**config.mk**
```make
export PLATFORM = sky130hd
export DESIGN_NAME = fetch_unit_flat
export DESIGN_NICKNAME = d
export VERILOG_FILES = /design/src/rtl/fetch_unit_if.sv /design/src/rtl/fetch_unit.sv /design/src/flat_wrapper.sv
export SDC_FILE = /design/constraint.sdc
export NUM_CORES = 1
export LEC_CHECK = 0
export ABC_AREA = 1
export CORE_AREA = 5 5 148 185
export CTS_CLUSTER_DIAMETER = 80
export DETAILED_ROUTE_END_ITERATION = 10
export DIE_AREA = 0 0 153 190
export GPL_ROUTABILITY_DRIVEN = 0
export HOLD_SLACK_MARGIN = 0.08
export PLACE_DENSITY_LB_ADDON = 0.15
export SLEW_MARGIN = 40
export SYNTH_ARGS = -nofsm -noshare
export SYNTH_HDL_FRONTEND = slang
export SYNTH_SLANG_ARGS = --single-unit
```
**constraint.sdc**
```tcl
create_clock -name clk -period 2.32 [get_ports clk]
set_input_delay 0.348 -clock clk [delete_from_list [all_inputs] [get_ports clk]]
set_output_delay 0.348 -clock clk [all_outputs]
set_load 0.02 [all_outputs]
```
**src/rtl/fetch_unit_if.sv**
```systemverilog
// Instruction-memory read port: request/address out, ready/data back.
interface fetch_unit_if;
    logic        imem_req;
    logic [31:0] imem_addr;
    logic        imem_ready;
    logic [31:0] imem_rdata;

    modport master (output imem_req, output imem_addr, input imem_ready, input imem_rdata);
    modport slave  (input imem_req, input imem_addr, output imem_ready, output imem_rdata);
endinterface

```
**src/rtl/fetch_unit.sv**
```systemverilog
// MIPS instruction-fetch stage: owns PC_F, reads imem, fills IF/ID and
// applies decode-stage redirects after the branch delay slot.
module fetch_unit #(
    parameter logic [31:0] RESET_PC = 32'h0000_3000
) (
    input  logic               clk,
    input  logic               rst_n,
    input  logic               stall_D,
    input  logic               redirect,
    input  logic [31:0]        NPC,
    fetch_unit_if.master       imem,
    output logic [31:0]        instr_D,
    output logic [31:0]        PC_D,
    output logic [31:0]        PC8_D,
    output logic               valid_D,
    output logic               fetch_busy
);
    typedef enum logic {FETCH, HOLD} state_t;

    state_t      state;
    logic [31:0] pc_f;
    logic [31:0] redirect_pc;
    logic        pend;
    logic        req;
    logic [31:0] skid_instr;
    logic [31:0] skid_pc;

    logic        accept;
    logic        done;
    logic        redirect_ok;
    logic [31:0] npc_aligned;

    assign accept      = !stall_D || !valid_D;
    assign done        = req && imem.imem_ready;
    assign redirect_ok = redirect && valid_D && !stall_D;
    assign npc_aligned = NPC & 32'hFFFF_FFFC;

    assign imem.imem_req  = req;
    assign imem.imem_addr = pc_f;
    assign fetch_busy     = req && !imem.imem_ready;

    always_ff @(posedge clk or negedge rst_n) begin
        if (!rst_n) begin
            state       <= FETCH;
            pc_f        <= RESET_PC;
            redirect_pc <= 32'd0;
            pend        <= 1'b0;
            req         <= 1'b0;
            skid_instr  <= 32'd0;
            skid_pc     <= 32'd0;
            instr_D     <= 32'd0;
            PC_D        <= 32'd0;
            PC8_D       <= 32'd0;
            valid_D     <= 1'b0;
        end else begin
            case (state)
                FETCH: begin
                    req <= 1'b1;
                    if (done && accept) begin
                        instr_D <= imem.imem_rdata;
                        PC_D    <= pc_f;
                        PC8_D   <= pc_f + 32'd8;
                        valid_D <= 1'b1;
                        if (redirect_ok) begin
                            pc_f <= npc_aligned;
                        end else if (pend) begin
                            pc_f <= redirect_pc;
                            pend <= 1'b0;
                        end else begin
                            pc_f <= pc_f + 32'd4;
                        end
                    end else if (done) begin
                        // Decode is stalled: park the word so the bus can go idle.
                        skid_instr <= imem.imem_rdata;
                        skid_pc    <= pc_f;
                        if (pend) begin
                            pc_f <= redirect_pc;
                            pend <= 1'b0;
                        end else begin
                            pc_f <= pc_f + 32'd4;
                        end
                        req   <= 1'b0;
                        state <= HOLD;
                    end else begin
                        if (accept) begin
                            valid_D <= 1'b0;
                        end
                        // The word still in flight is the delay slot; apply target afterwards.
                        if (redirect_ok) begin
                            redirect_pc <= npc_aligned;
                            pend        <= 1'b1;
                        end
                    end
                end
                HOLD: begin
                    req <= 1'b0;
                    if (accept) begin
                        instr_D <= skid_instr;
                        PC_D    <= skid_pc;
                        PC8_D   <= skid_pc + 32'd8;
                        valid_D <= 1'b1;
                        req     <= 1'b1;
                        state   <= FETCH;
                        if (redirect_ok) begin
                            pc_f <= npc_aligned;
                        end
                    end
                end
                default: state <= FETCH;
            endcase
        end
    end
endmodule

```
**src/flat_wrapper.sv**
```systemverilog
// flat-port wrapper written by rule: the top's interface ports become plain ports
module fetch_unit_flat 
#(
    parameter logic [31:0] RESET_PC = 32'h0000_3000
)
  (clk, rst_n, stall_D, redirect, NPC, instr_D, PC_D, PC8_D, valid_D, fetch_busy, imem_imem_req, imem_imem_addr, imem_imem_ready, imem_imem_rdata);
  fetch_unit_if imem_i ();
  input  logic clk;
  input  logic rst_n;
  input  logic stall_D;
  input  logic redirect;
  input  logic [31:0] NPC;
  output logic [31:0] instr_D;
  output logic [31:0] PC_D;
  output logic [31:0] PC8_D;
  output logic valid_D;
  output logic fetch_busy;
  output wire logic [$bits(imem_i.imem_req)-1:0] imem_imem_req;
  output wire logic [$bits(imem_i.imem_addr)-1:0] imem_imem_addr;
  input wire logic [$bits(imem_i.imem_ready)-1:0] imem_imem_ready;
  input wire logic [$bits(imem_i.imem_rdata)-1:0] imem_imem_rdata;
  assign imem_imem_req = imem_i.imem_req;
  assign imem_imem_addr = imem_i.imem_addr;
  assign imem_i.imem_ready = imem_imem_ready;
  assign imem_i.imem_rdata = imem_imem_rdata;
  fetch_unit #(.RESET_PC(RESET_PC)) u_core (.clk(clk), .rst_n(rst_n), .stall_D(stall_D), .redirect(redirect), .NPC(NPC), .imem(imem_i), .instr_D(instr_D), .PC_D(PC_D), .PC8_D(PC8_D), .valid_D(valid_D), .fetch_busy(fetch_busy));
endmodule
```
# Word level (Yosys, flattened, before mapping)
# Cells that the tools add are included.
[word_totals]
register_bits = 226
[classes]
bitwise = 3
eq_ne = 7
mux = 33
n_reduce_logical = 16
addsub = 3
[ops]
columns = ["cell", "n"]
rows = [
  ["$mux W32", 12],
  ["$pmux W32 S2", 4],
  ["$add A32 B4 Y32 const B", 2],
  ["$add A32 B3 Y32 const B", 1],
  ["$mux W1", 14],
  ["$reduce_and A3 Y1", 4],
  ["$ne A2 B2 Y1 const B", 3],
  ["$ne A3 B1 Y1 const B", 2],
  ["$pmux W1 S2", 3],
  ["$logic_and A1 B1 Y1", 5],
  ["$reduce_and A4 Y1", 1],
  ["$logic_not A1 Y1", 3],
  ["$ne A3 B3 Y1 const B", 1],
  ["$not A1 Y1", 3],
  ["$reduce_bool A3 Y1", 1],
  ["$ne A2 B1 Y1 const B", 1],
  ["$reduce_and A2 Y1", 1],
  ["$logic_or A1 B1 Y1", 1],
]

# Logic depth before layout (Yosys ltp)
# Gate-level depths: netlist (run 1).
[depth]
ltp_word = 6
ltp_mapped = 14
depth_no_buf = 12

# Least setup slack after synthesis (run 1)
# No wires, ideal clock.
[synth_timing]
kind = "register to register"
start = "reg u_core.pc_f[3] (netlist: u_core.imem.imem_addr[3])"
end = "reg u_core.PC8_D[29]"
arrival_ns = 1.702
synth_period_minus_slack_ns = 1.818
setup_slack_ns = 0.502
stages_incl_launch_ff = 13
setup_time_ns = 0.117
cell_sequence = "dfrtp_1 -> inv_1 -> o21ai_1 -> ha_1 -> nand2_2 -> nor2_2 -> nand2_4 -> nor2_2 -> nand2_1 -> nand2_1 -> nand2_1 -> nand2_1 -> nand2_1"
[synth_via]
elab_chain_len = 3
[synth_lines]
columns = ["item", "line_no", "source"]
rows = [
  ["start, declared", "fetch_unit.sv:21", "logic [31:0] pc_f;"],
  ["start signal, assigned", "fetch_unit.sv:65", "pc_f <= npc_aligned;"],
  ["start signal, assigned", "fetch_unit.sv:67", "pc_f <= redirect_pc;"],
  ["start signal, assigned", "fetch_unit.sv:70", "pc_f <= pc_f + 32'd4;"],
  ["$add A32 B4 Y32", "fetch_unit.sv:62", "PC8_D <= pc_f + 32'd8;"],
  ["$mux W32", "fetch_unit.sv:59", "if (done && accept) begin"],
  ["$pmux W32 S2", "fetch_unit.sv:56", "case (state)"],
  ["end signal, assigned", "fetch_unit.sv:62", ""],
  ["end signal, assigned", "fetch_unit.sv:100", "PC8_D <= skid_pc + 32'd8;"],
  ["end, declared", "fetch_unit.sv:14", "output logic [31:0] PC8_D,"],
]
# No other way between the ends. The select of a mux whose other input is x is not followed.
# A chain may end at the register's enable or synchronous reset.

# Final worst setup path (run 1)
[layout_timing]
start = "reg u_core.pc_f[12] (netlist: u_core.imem.imem_addr[12])"
end = "out imem_imem_addr[12]"
[layout_rtl]
columns = ["item", "line_no", "source"]
rows = [
  ["end, declared", "flat_wrapper.sv:19", "output wire logic [$bits(imem_i.imem_addr)-1:0] imem_imem_addr;"],
]
# No word-level cell between the ends.

==> flow_summary.html, run 1 <==
<table>
<tr><th>Metric</th><th>Value</th></tr>
<tr><th colspan="2">Yosys</th></tr>
<tr><td>Async S/R FF share, synth</td><td>100%</td></tr>
<tr><td>Cell types with the largest area share after synthesis</td><td>dfrtp_1 49%, nand2_1 14%, nor2_1 6.2%</td></tr>
<tr><td>Post-Synthesis Cell Area</td><td>11200 um^2</td></tr>
<tr><td>Number of synthesis warnings</td><td>0</td></tr>
<tr><td>Post-synthesis cell type with the largest combined area</td><td>dfrtp_1</td></tr>
<tr><td>Synthesis-stage register bit count</td><td>223</td></tr>
<tr><td>Post-Syn Nets</td><td>1484</td></tr>
<tr><td>Number of enable-type register cells in the synthesized netlist</td><td>0</td></tr>
<tr><td>Unique masters post-synth</td><td>40</td></tr>
<tr><td>Fraction of synthesized cell area taken by the top area cell type</td><td>49.4%</td></tr>
<tr><td>Primary flip-flop cell chosen by synthesis mapping</td><td>dfrtp_1</td></tr>
<tr><td>Post-synthesis cell count</td><td>1413</td></tr>
<tr><td>Mean instance size in the synthesized netlist</td><td>7.92 um^2</td></tr>
<tr><td>Proportion of synthesized chip area in sequential cells</td><td>49.9%</td></tr>
<tr><th colspan="2">Pwr</th></tr>
<tr><td>Ratio of total power to cell area</td><td>1280 nW/um^2</td></tr>
<tr><td>Psw</td><td>7.38 mW</td></tr>
<tr><td>Part of the total power dissipated in sequential elements</td><td>35.9%</td></tr>
<tr><td>Cell internal pwr</td><td>11.1 mW</td></tr>
<tr><td>Switching share of power</td><td>40.0%</td></tr>
<tr><td>Part of the total power dissipated in combinational logic</td><td>43.2%</td></tr>
<tr><td>Clock share of power</td><td>21.0%</td></tr>
<tr><td>Peak supply drop</td><td>0.588 mV</td></tr>
<tr><td>Leakage power total</td><td>6.73 nW</td></tr>
<tr><th colspan="2">Worst setup path</th></tr>
<tr><td>Buffer and inverter count on the worst path</td><td>1</td></tr>
<tr><td>Arrival time at the worst endpoint</td><td>1.76 ns</td></tr>
<tr><td>Number of cells on the worst reg-to-reg path</td><td>11</td></tr>
<tr><td>Cell Chain, Critical Path</td><td>clkdlybuf4s50_1</td></tr>
<tr><td>Worst flop-to-flop path endpoint</td><td>u_core.PC8_D[25]</td></tr>
<tr><td>Slowest cell delay on critical path</td><td>0.64 ns</td></tr>
<tr><td>Type of the worst setup path</td><td>register to output port</td></tr>
<tr><td>Critical path capture point</td><td>imem_imem_addr[12]</td></tr>
<tr><td>Critical Path Sink Type</td><td>output port</td></tr>
<tr><td>Crit. Startpoint</td><td>u_core.imem.imem_addr[12]</td></tr>
<tr><td>Family with the most delay on the worst path</td><td>buffers and inverters</td></tr>
<tr><td>Required time of the critical path</td><td>1.97 ns</td></tr>
<tr><td>Slowest-stage cell, CP</td><td>clkdlybuf4s50_1</td></tr>
<tr><td>Reg-to-Reg Start</td><td>u_core.state</td></tr>
<tr><td>Kind of launch point of the worst setup path</td><td>register</td></tr>
<tr><td>CP Depth</td><td>1</td></tr>
<tr><td>Largest fanout on the critical path</td><td>7</td></tr>
<tr><td>Reg2Reg Setup Slack</td><td>0.36 ns</td></tr>
<tr><th colspan="2">Timing</th></tr>
<tr><td>Max-slew violation total from the final report</td><td>0</td></tr>
<tr><td>Clock period minus final worst setup slack</td><td>2.11 ns</td></tr>
<tr><td>Slew at the pin closest to its max-slew limit</td><td>0.494 ns</td></tr>
<tr><td>Count of final setup violators</td><td>0</td></tr>
<tr><td>Unrepaired setup endpoints after global routing</td><td>false</td></tr>
<tr><td>Post-route clock skew</td><td>0.00842 ns</td></tr>
<tr><td>Final Hold Violating Endpoints</td><td>0</td></tr>
<tr><td>Worst max-slew margin expressed relative to the limit</td><td>67.1%</td></tr>
<tr><td>Setup TNS</td><td>0 ns</td></tr>
<tr><td>Final worst setup slack</td><td>0.207 ns</td></tr>
<tr><td>Period utilisation layout</td><td>91.1%</td></tr>
<tr><td>Peak clock frequency supported by timing</td><td>0.473 GHz</td></tr>
<tr><th colspan="2">Global routing</th></tr>
<tr><td>Wire length of the first global-routing pass</td><td>51200 um</td></tr>
<tr><td>Total routing resource utilization after global routing</td><td>21.3%</td></tr>
<tr><td>Global route total overflow</td><td>0</td></tr>
<tr><td>Initial antenna violation count</td><td>0</td></tr>
<tr><td>Via count of the first global-routing pass</td><td>9682</td></tr>
<tr><td>Maximum number of pins on one net before global-route repair</td><td>76</td></tr>
<tr><th colspan="2">Drt</th></tr>
<tr><td>DR pass1 iterations</td><td>8</td></tr>
<tr><td>DRT iter0 DRCs</td><td>711</td></tr>
<tr><td>Drt drc</td><td>0</td></tr>
<tr><td>Post-route ant nets</td><td>0</td></tr>
<tr><td>Vias after detailed routing</td><td>9897</td></tr>
<tr><td>Number of vias per cell after detailed routing</td><td>5.07</td></tr>
<tr><td>Routed wire length per instance</td><td>15.9 um</td></tr>
<tr><td>Overall routed net length</td><td>31100 um</td></tr>
<tr><th colspan="2">Clock tree</th></tr>
<tr><td>Clock latency at the later pin of the worst-skew pair</td><td>0.50 ns</td></tr>
<tr><td>TritonCTS clock tree</td><td>built</td></tr>
<tr><td>Post-CTS setup buffer count</td><td>0</td></tr>
<tr><td>Sinks on the clock net</td><td>223</td></tr>
<tr><td>Max Root-Sink Buffers</td><td>3</td></tr>
<tr><td>Clock edge transition at the registers on the reported setup and hold paths</td><td>0.06 ns</td></tr>
<tr><td>Root Driver</td><td>clkbuf_16</td></tr>
<tr><td>H-tree depth</td><td>1</td></tr>
<tr><td>Clock buffers created by TritonCTS</td><td>23</td></tr>
<tr><td>Number of hold buffers added after cts</td><td>1</td></tr>
<tr><td>Resized cells post-CTS</td><td>0</td></tr>
<tr><th colspan="2">Die</th></tr>
<tr><td>Standard-cell rows</td><td>66</td></tr>
<tr><td>Die Area</td><td>29100 um^2</td></tr>
<tr><td>Die Ht</td><td>190 um</td></tr>
<tr><td>Initial standard-cell utilization of the core</td><td>43.7%</td></tr>
<tr><td>Die width</td><td>153 um</td></tr>
<tr><td>Top-level I/O count</td><td>200</td></tr>
<tr><td>Area of the core</td><td>25600 um^2</td></tr>
<tr><th colspan="2">Cells and area</th></tr>
<tr><td>Share of post-route cells with drive strength above 1</td><td>9.98%</td></tr>
<tr><td>Cell area after layout</td><td>14400 um^2</td></tr>
<tr><td>Count of non-filler cells in the finished layout</td><td>1953</td></tr>
<tr><td>Number of nets in the finished design</td><td>1669</td></tr>
<tr><td>Storage cell area</td><td>5580 um^2</td></tr>
<tr><td># diodes</td><td>0</td></tr>
<tr><td>Layout-stage area growth over the synthesis result</td><td>28.8%</td></tr>
<tr><td>Count of fill cells added during filler insertion</td><td>2410</td></tr>
<tr><td>Post-Route Utilization</td><td>56.3%</td></tr>
<tr><td>Total area of multi-input combinational cells</td><td>4840 um^2</td></tr>
<tr><th colspan="2">Min path</th></tr>
<tr><td>Class of the worst hold path</td><td>input port to asynchronous set/reset pin</td></tr>
<tr><th colspan="2">Placement</th></tr>
<tr><td>Minimum setup slack after placement</td><td>0.303 ns</td></tr>
<tr><td>Cell Area, Placed</td><td>13600 um^2</td></tr>
<tr><td>DP HPWL</td><td>22700 um</td></tr>
<tr><td>Number of buffer cells added on primary ports</td><td>197</td></tr>
<tr><td>Post-placement cell count</td><td>1912</td></tr>
<tr><th colspan="2">Flow run</th></tr>
<tr><td>Max capacitance violation total</td><td>0</td></tr>
<tr><th colspan="2">Status</th></tr>
<tr><td>Outcome</td><td>completed</td></tr>
</table>
-- power groups by stage --
stage	registers, mW	logic [mW]	clock network [mW]
3_5_place_dp	6.67	8.01	0
5_1_grt	6.82	8.77	4.09
6_report	6.62	7.96	3.86
4_1_cts	6.61	8.05	3.95
3_3_place_gp	6.63	7.90	0
2_1_floorplan	7.51	3.56	0
-- Yosys cell counts, drive strengths merged (2+ instances only) --
master,number
ha,2
nand3,68
buf,46
o22ai,2
o21ai,78
nor3,3
dfrtp,221
mux2,35
xor2,8
clkbuf,25
nand4,10
a31oi,39
inv,103
nor2,203
o211ai,8
a21oi,101
nand2,445
dfstp,2
a22oi,9
-- stage by stage --
stage	total power, mW	hold WS, ns
global placement	14.5	0.317
detailed placement	14.7	0.319
CTS	18.6	0.383
global route	19.7	0.418
floorplan	11.1	0.0524
finish	18.4	0.370
-- cells by family (layout without fill, tap and decap cells) --
logic type / count (synthesis) / count (layout) / share of synthesized area (%)
adders and majority gates: 2 / 2 / 0.224
muxes: 35 / 35 / 3.52
AOI/OAI and AO/OA: 239 / 239 / 11.6
buffers and inverters: 175 / 375 / 6.93
DFF: 223 / 223 / 49.9
xor gates and xnor gates: 8 / 8 / 0.626
and+or+nand+nor: 731 / 731 / 27.2
-- area by class of cell --
cell class / instances / share of cell area (%)
clock inverter: 9 / 0.860
clock buffer: 31 / 4.62
multi-input combinational: 1015 / 33.6
timing repair buffer: 231 / 16.5
tap: 340 / 2.95
sequential: 223 / 38.8
inverter: 104 / 2.75
-- worst register-to-register path, delay by kind of cell (launching register included) --
family                     cells  cell delay [ns]
AOI/OAI and AO/OA              1             0.25
DFF                            1             0.49
buffers and inverters          1             0.12
and+or+nand+nor                8             0.76
adders and majority gates      1             0.23
-- sequential cells by signal, indices dropped and copies added (netlist names), 29 cells and up --
signal / cells
u_core.instr_D: 32
u_core.redirect_pc: 30
u_core.PC8_D: 32
u_core.imem.imem_addr: 32
u_core.PC_D: 29
u_core.skid_pc: 32
u_core.skid_instr: 32
-- cells in the final DEF (no fill, tap or decap), types with 23 or more instances in the layout --
| cell type | count |
|---|---|
| mux2_2 | 32 |
| inv_1 | 97 |
| o21ai_0 | 70 |
| nand3_1 | 67 |
| nand2_1 | 421 |
| a21oi_1 | 101 |
| clkdlybuf4s50_1 | 196 |
| nor2_1 | 185 |
| clkbuf_16 | 23 |
| a31oi_1 | 39 |
| dfrtp_1 | 220 |
-- per-layer routing --
metal | vias up | GRT usage (%) | routed length (um) | part of all wire [%]
met3 | 54 | 2.68 | 1660 | 5.3
li1 | 4942 | - | - | -
met5 | - | 0 | 0 | 0
met1 | 4584 | 29.5 | 14000 | 45
met2 | 317 | 35.1 | 14600 | 47
met4 | 0 | 6.68 | 899 | 2.9
-- worst min path at each step --
| stage | from | slack (ns) | cells after the start | end |
|---|---|---|---|---|
| global placement | rst_n | 0.32 | 1 | u_core.instr_D[16] |
| finish | rst_n | 0.37 | 2 | u_core.instr_D[16] |
| floorplan | rst_n | 0.05 | 0 | u_core.PC8_D[0] |
| CTS | rst_n | 0.38 | 2 | u_core.instr_D[16] |
| detailed placement | rst_n | 0.32 | 1 | u_core.instr_D[16] |
| global route | rst_n | 0.42 | 2 | u_core.instr_D[16] |
No activity file was read; power rests on OpenSTA's default activity.
==> run 2: changes to the inputs <==
--- a/config.mk
+++ b/config.mk
@@ -6,10 +6,10 @@
 export NUM_CORES = 1
 export LEC_CHECK = 0
 export ABC_AREA = 1
-export CORE_AREA = 5 5 148 185
+export CORE_AREA = 5 5 162 203
 export CTS_CLUSTER_DIAMETER = 80
 export DETAILED_ROUTE_END_ITERATION = 10
-export DIE_AREA = 0 0 153 190
+export DIE_AREA = 0 0 167 208
 export GPL_ROUTABILITY_DRIVEN = 0
 export HOLD_SLACK_MARGIN = 0.08
 export PLACE_DENSITY_LB_ADDON = 0.15
==> run 2 against run 1 <==
Effect of this change:
- setup slack worse by 0.021 ns
- flip-flop and latch count unchanged
- count of clock-buffer cells in the layout increased by 5
- critical path depth stayed put
- total power increased by 1.1%
- non-clock buffer count unchanged
- combinational power is 1% higher
- maximum frequency decreased by 0.97%
- critical path type unchanged
- critical endpoint unchanged
==> flow_summary.html, run 2 (same netlist as run 1, synthesis figures left out) <==
<table>
<tr><th>Metric</th><th>Value</th></tr>
<tr><th colspan="2">Status</th></tr>
<tr><td>Outcome</td><td>completed</td></tr>
<tr><th colspan="2">Worst setup path</th></tr>
<tr><td>Slowest-stage cell, CP</td><td>clkdlybuf4s50_1</td></tr>
<tr><td>Largest fanout on the critical path</td><td>7</td></tr>
<tr><td>Slowest cell delay on critical path</td><td>0.63 ns</td></tr>
<tr><td>Reg-to-Reg Start</td><td>u_core.state</td></tr>
<tr><td>Arrival time at the worst endpoint</td><td>1.79 ns</td></tr>
<tr><td>Critical Path Sink Type</td><td>output port</td></tr>
<tr><td>Type of the worst setup path</td><td>register to output port</td></tr>
<tr><td>Cell Chain, Critical Path</td><td>clkdlybuf4s50_1</td></tr>
<tr><td>Kind of launch point of the worst setup path</td><td>register</td></tr>
<tr><td>Crit. Startpoint</td><td>u_core.imem.imem_addr[12]</td></tr>
<tr><td>Required time of the critical path</td><td>1.97 ns</td></tr>
<tr><td>Buffer and inverter count on the worst path</td><td>1</td></tr>
<tr><td>Family with the most delay on the worst path</td><td>buffers and inverters</td></tr>
<tr><th colspan="2">Clock tree</th></tr>
<tr><td>Clock buffers created by TritonCTS</td><td>25</td></tr>
<tr><td>Number of hold buffers added after cts</td><td>1</td></tr>
<tr><td>TritonCTS clock tree</td><td>built</td></tr>
<tr><td>H-tree depth</td><td>1</td></tr>
<tr><td>Clock edge transition at the registers on the reported setup and hold paths</td><td>0.06 ns</td></tr>
<tr><td>Post-CTS setup buffer count</td><td>0</td></tr>
<tr><td>Root Driver</td><td>clkbuf_16</td></tr>
<tr><td>Max Root-Sink Buffers</td><td>3</td></tr>
<tr><td>Clock latency at the later pin of the worst-skew pair</td><td>0.53 ns</td></tr>
<tr><td>Resized cells post-CTS</td><td>0</td></tr>
<tr><td>Sinks on the clock net</td><td>223</td></tr>
<tr><th colspan="2">Drt</th></tr>
<tr><td>Routed wire length per instance</td><td>16.2 um</td></tr>
<tr><td>Routed met2 length</td><td>15500 um</td></tr>
<tr><td>DRT iter0 DRCs</td><td>753</td></tr>
<tr><td>Vias after detailed routing</td><td>9872</td></tr>
<tr><td>Overall routed net length</td><td>32900 um</td></tr>
<tr><td>Number of vias per cell after detailed routing</td><td>4.87</td></tr>
<tr><td>Post-route ant nets</td><td>0</td></tr>
<tr><td>Drt drc</td><td>0</td></tr>
<tr><td>DR pass1 iterations</td><td>5</td></tr>
<tr><td>Highest metal used</td><td>met4</td></tr>
<tr><td>Metal1 wirelength</td><td>15100 um</td></tr>
<tr><td>Met3 wire length</td><td>1570 um</td></tr>
<tr><th colspan="2">Timing</th></tr>
<tr><td>Setup TNS</td><td>0 ns</td></tr>
<tr><td>Max-slew violation total from the final report</td><td>0</td></tr>
<tr><td>Period utilisation layout</td><td>92.0%</td></tr>
<tr><td>Unrepaired setup endpoints after global routing</td><td>false</td></tr>
<tr><td>Clock period minus final worst setup slack</td><td>2.13 ns</td></tr>
<tr><td>Slew at the pin closest to its max-slew limit</td><td>0.536 ns</td></tr>
<tr><td>Post-route clock skew</td><td>0.0126 ns</td></tr>
<tr><td>Final Hold Violating Endpoints</td><td>0</td></tr>
<tr><td>Count of final setup violators</td><td>0</td></tr>
<tr><td>Peak clock frequency supported by timing</td><td>0.469 GHz</td></tr>
<tr><td>Worst max-slew margin expressed relative to the limit</td><td>64.2%</td></tr>
<tr><th colspan="2">Die</th></tr>
<tr><td>Die Area</td><td>34700 um^2</td></tr>
<tr><td>Standard-cell rows</td><td>72</td></tr>
<tr><td>Initial standard-cell utilization of the core</td><td>36.4%</td></tr>
<tr><td>Top-level I/O count</td><td>200</td></tr>
<tr><td>Die Ht</td><td>208 um</td></tr>
<tr><td>Die width</td><td>167 um</td></tr>
<tr><td>Area of the core</td><td>30700 um^2</td></tr>
<tr><th colspan="2">Flow run</th></tr>
<tr><td>Max capacitance violation total</td><td>0</td></tr>
<tr><th colspan="2">Global routing</th></tr>
<tr><td>Via count of the first global-routing pass</td><td>9637</td></tr>
<tr><td>Global route total overflow</td><td>0</td></tr>
<tr><td>Initial antenna violation count</td><td>0</td></tr>
<tr><td>Wire length of the first global-routing pass</td><td>53200 um</td></tr>
<tr><td>Maximum number of pins on one net before global-route repair</td><td>74</td></tr>
<tr><td>Total routing resource utilization after global routing</td><td>18.6%</td></tr>
<tr><th colspan="2">Cells and area</th></tr>
<tr><td>Most frequent cells in the layout</td><td>420 x nand2_1, 220 x dfrtp_1, 196 x clkdlybuf4s50_1, 185 x nor2_1, 101 x a21oi_1</td></tr>
<tr><td>Layout-stage area growth over the synthesis result</td><td>29.9%</td></tr>
<tr><td>Most common cell after layout, fill and taps aside</td><td>nand2_1</td></tr>
<tr><td>Count of non-filler cells in the finished layout</td><td>2026</td></tr>
<tr><td>Number of nets in the finished design</td><td>1671</td></tr>
<tr><td># diodes</td><td>0</td></tr>
<tr><td>Share of post-route cells with drive strength above 1</td><td>10.1%</td></tr>
<tr><td>Count of fill cells added during filler insertion</td><td>3029</td></tr>
<tr><th colspan="2">Pwr</th></tr>
<tr><td>Ratio of total power to cell area</td><td>1280 nW/um^2</td></tr>
<tr><td>Leakage power total</td><td>6.75 nW</td></tr>
<tr><td>Peak supply drop</td><td>0.711 mV</td></tr>
<tr><td>Overall power consumption</td><td>18.6 mW</td></tr>
<tr><th colspan="2">Placement</th></tr>
<tr><td>DP HPWL</td><td>23800 um</td></tr>
<tr><td>Number of buffer cells added on primary ports</td><td>197</td></tr>
<tr><td>Post-placement cell count</td><td>1979</td></tr>
<tr><th colspan="2">Min path</th></tr>
<tr><td>Class of the worst hold path</td><td>input port to asynchronous set/reset pin</td></tr>
</table>
## run 2: through the flow
step	setup WS [ns]	util, %	hold slack (ns)	area (um^2)
6_report	0.186	47.3	0.358	14500
5_1_grt	0.103	47.3	0.390	14500
4_1_cts	0.157	47.3	0.376	14500
3_5_place_dp	0.233	44.6	0.342	13700
3_3_place_gp	0.276	44.6	0.341	13700
2_1_floorplan	0.502	-	0.0524	11200
## run 2: final cells by class
| cell class | instances | area (um^2) | share of cell area [%] |
|---|---|---|---|
| Sequential cell | 223 | 5580 | 38.4 |
| Multi-Input combinational cell | 1015 | 4840 | 33.3 |
| Timing Repair Buffer | 231 | 2380 | 16.4 |
| Clock buffer | 36 | 707 | 4.86 |
| Tap cell | 407 | 509 | 3.50 |
| Inverter | 104 | 397 | 2.73 |
| Clock inverter | 10 | 113 | 0.775 |
## run 2: final timing paths
path | slack (ns) | cells past startpoint | endpoint
worst max-delay path | 0.19 | 1 | imem_imem_addr[12]
max in group asynchronous | 1.22 | 3 | u_core.PC8_D[30]
worst max register to register | 0.31 | 11 | u_core.PC8_D[25]
worst min register to register | 0.48 | 2 | u_core.PC8_D[4]
worst min-delay path | 0.36 | 2 | u_core.instr_D[16]
min in group clk | 0.41 | 3 | u_core.instr_D[18]
## run 2: layer usage
layer  vias up  GRT usage (%)
met5         -              0
met4         0           4.74
met3        53           2.87
met2       259           29.9
met1      4611           26.3
li1       4949              -
## run 2: power breakdown
group          switching, mW  internal (mW)
registers               1.18           5.43
logic                   4.74           3.31
clock network           1.63           2.35
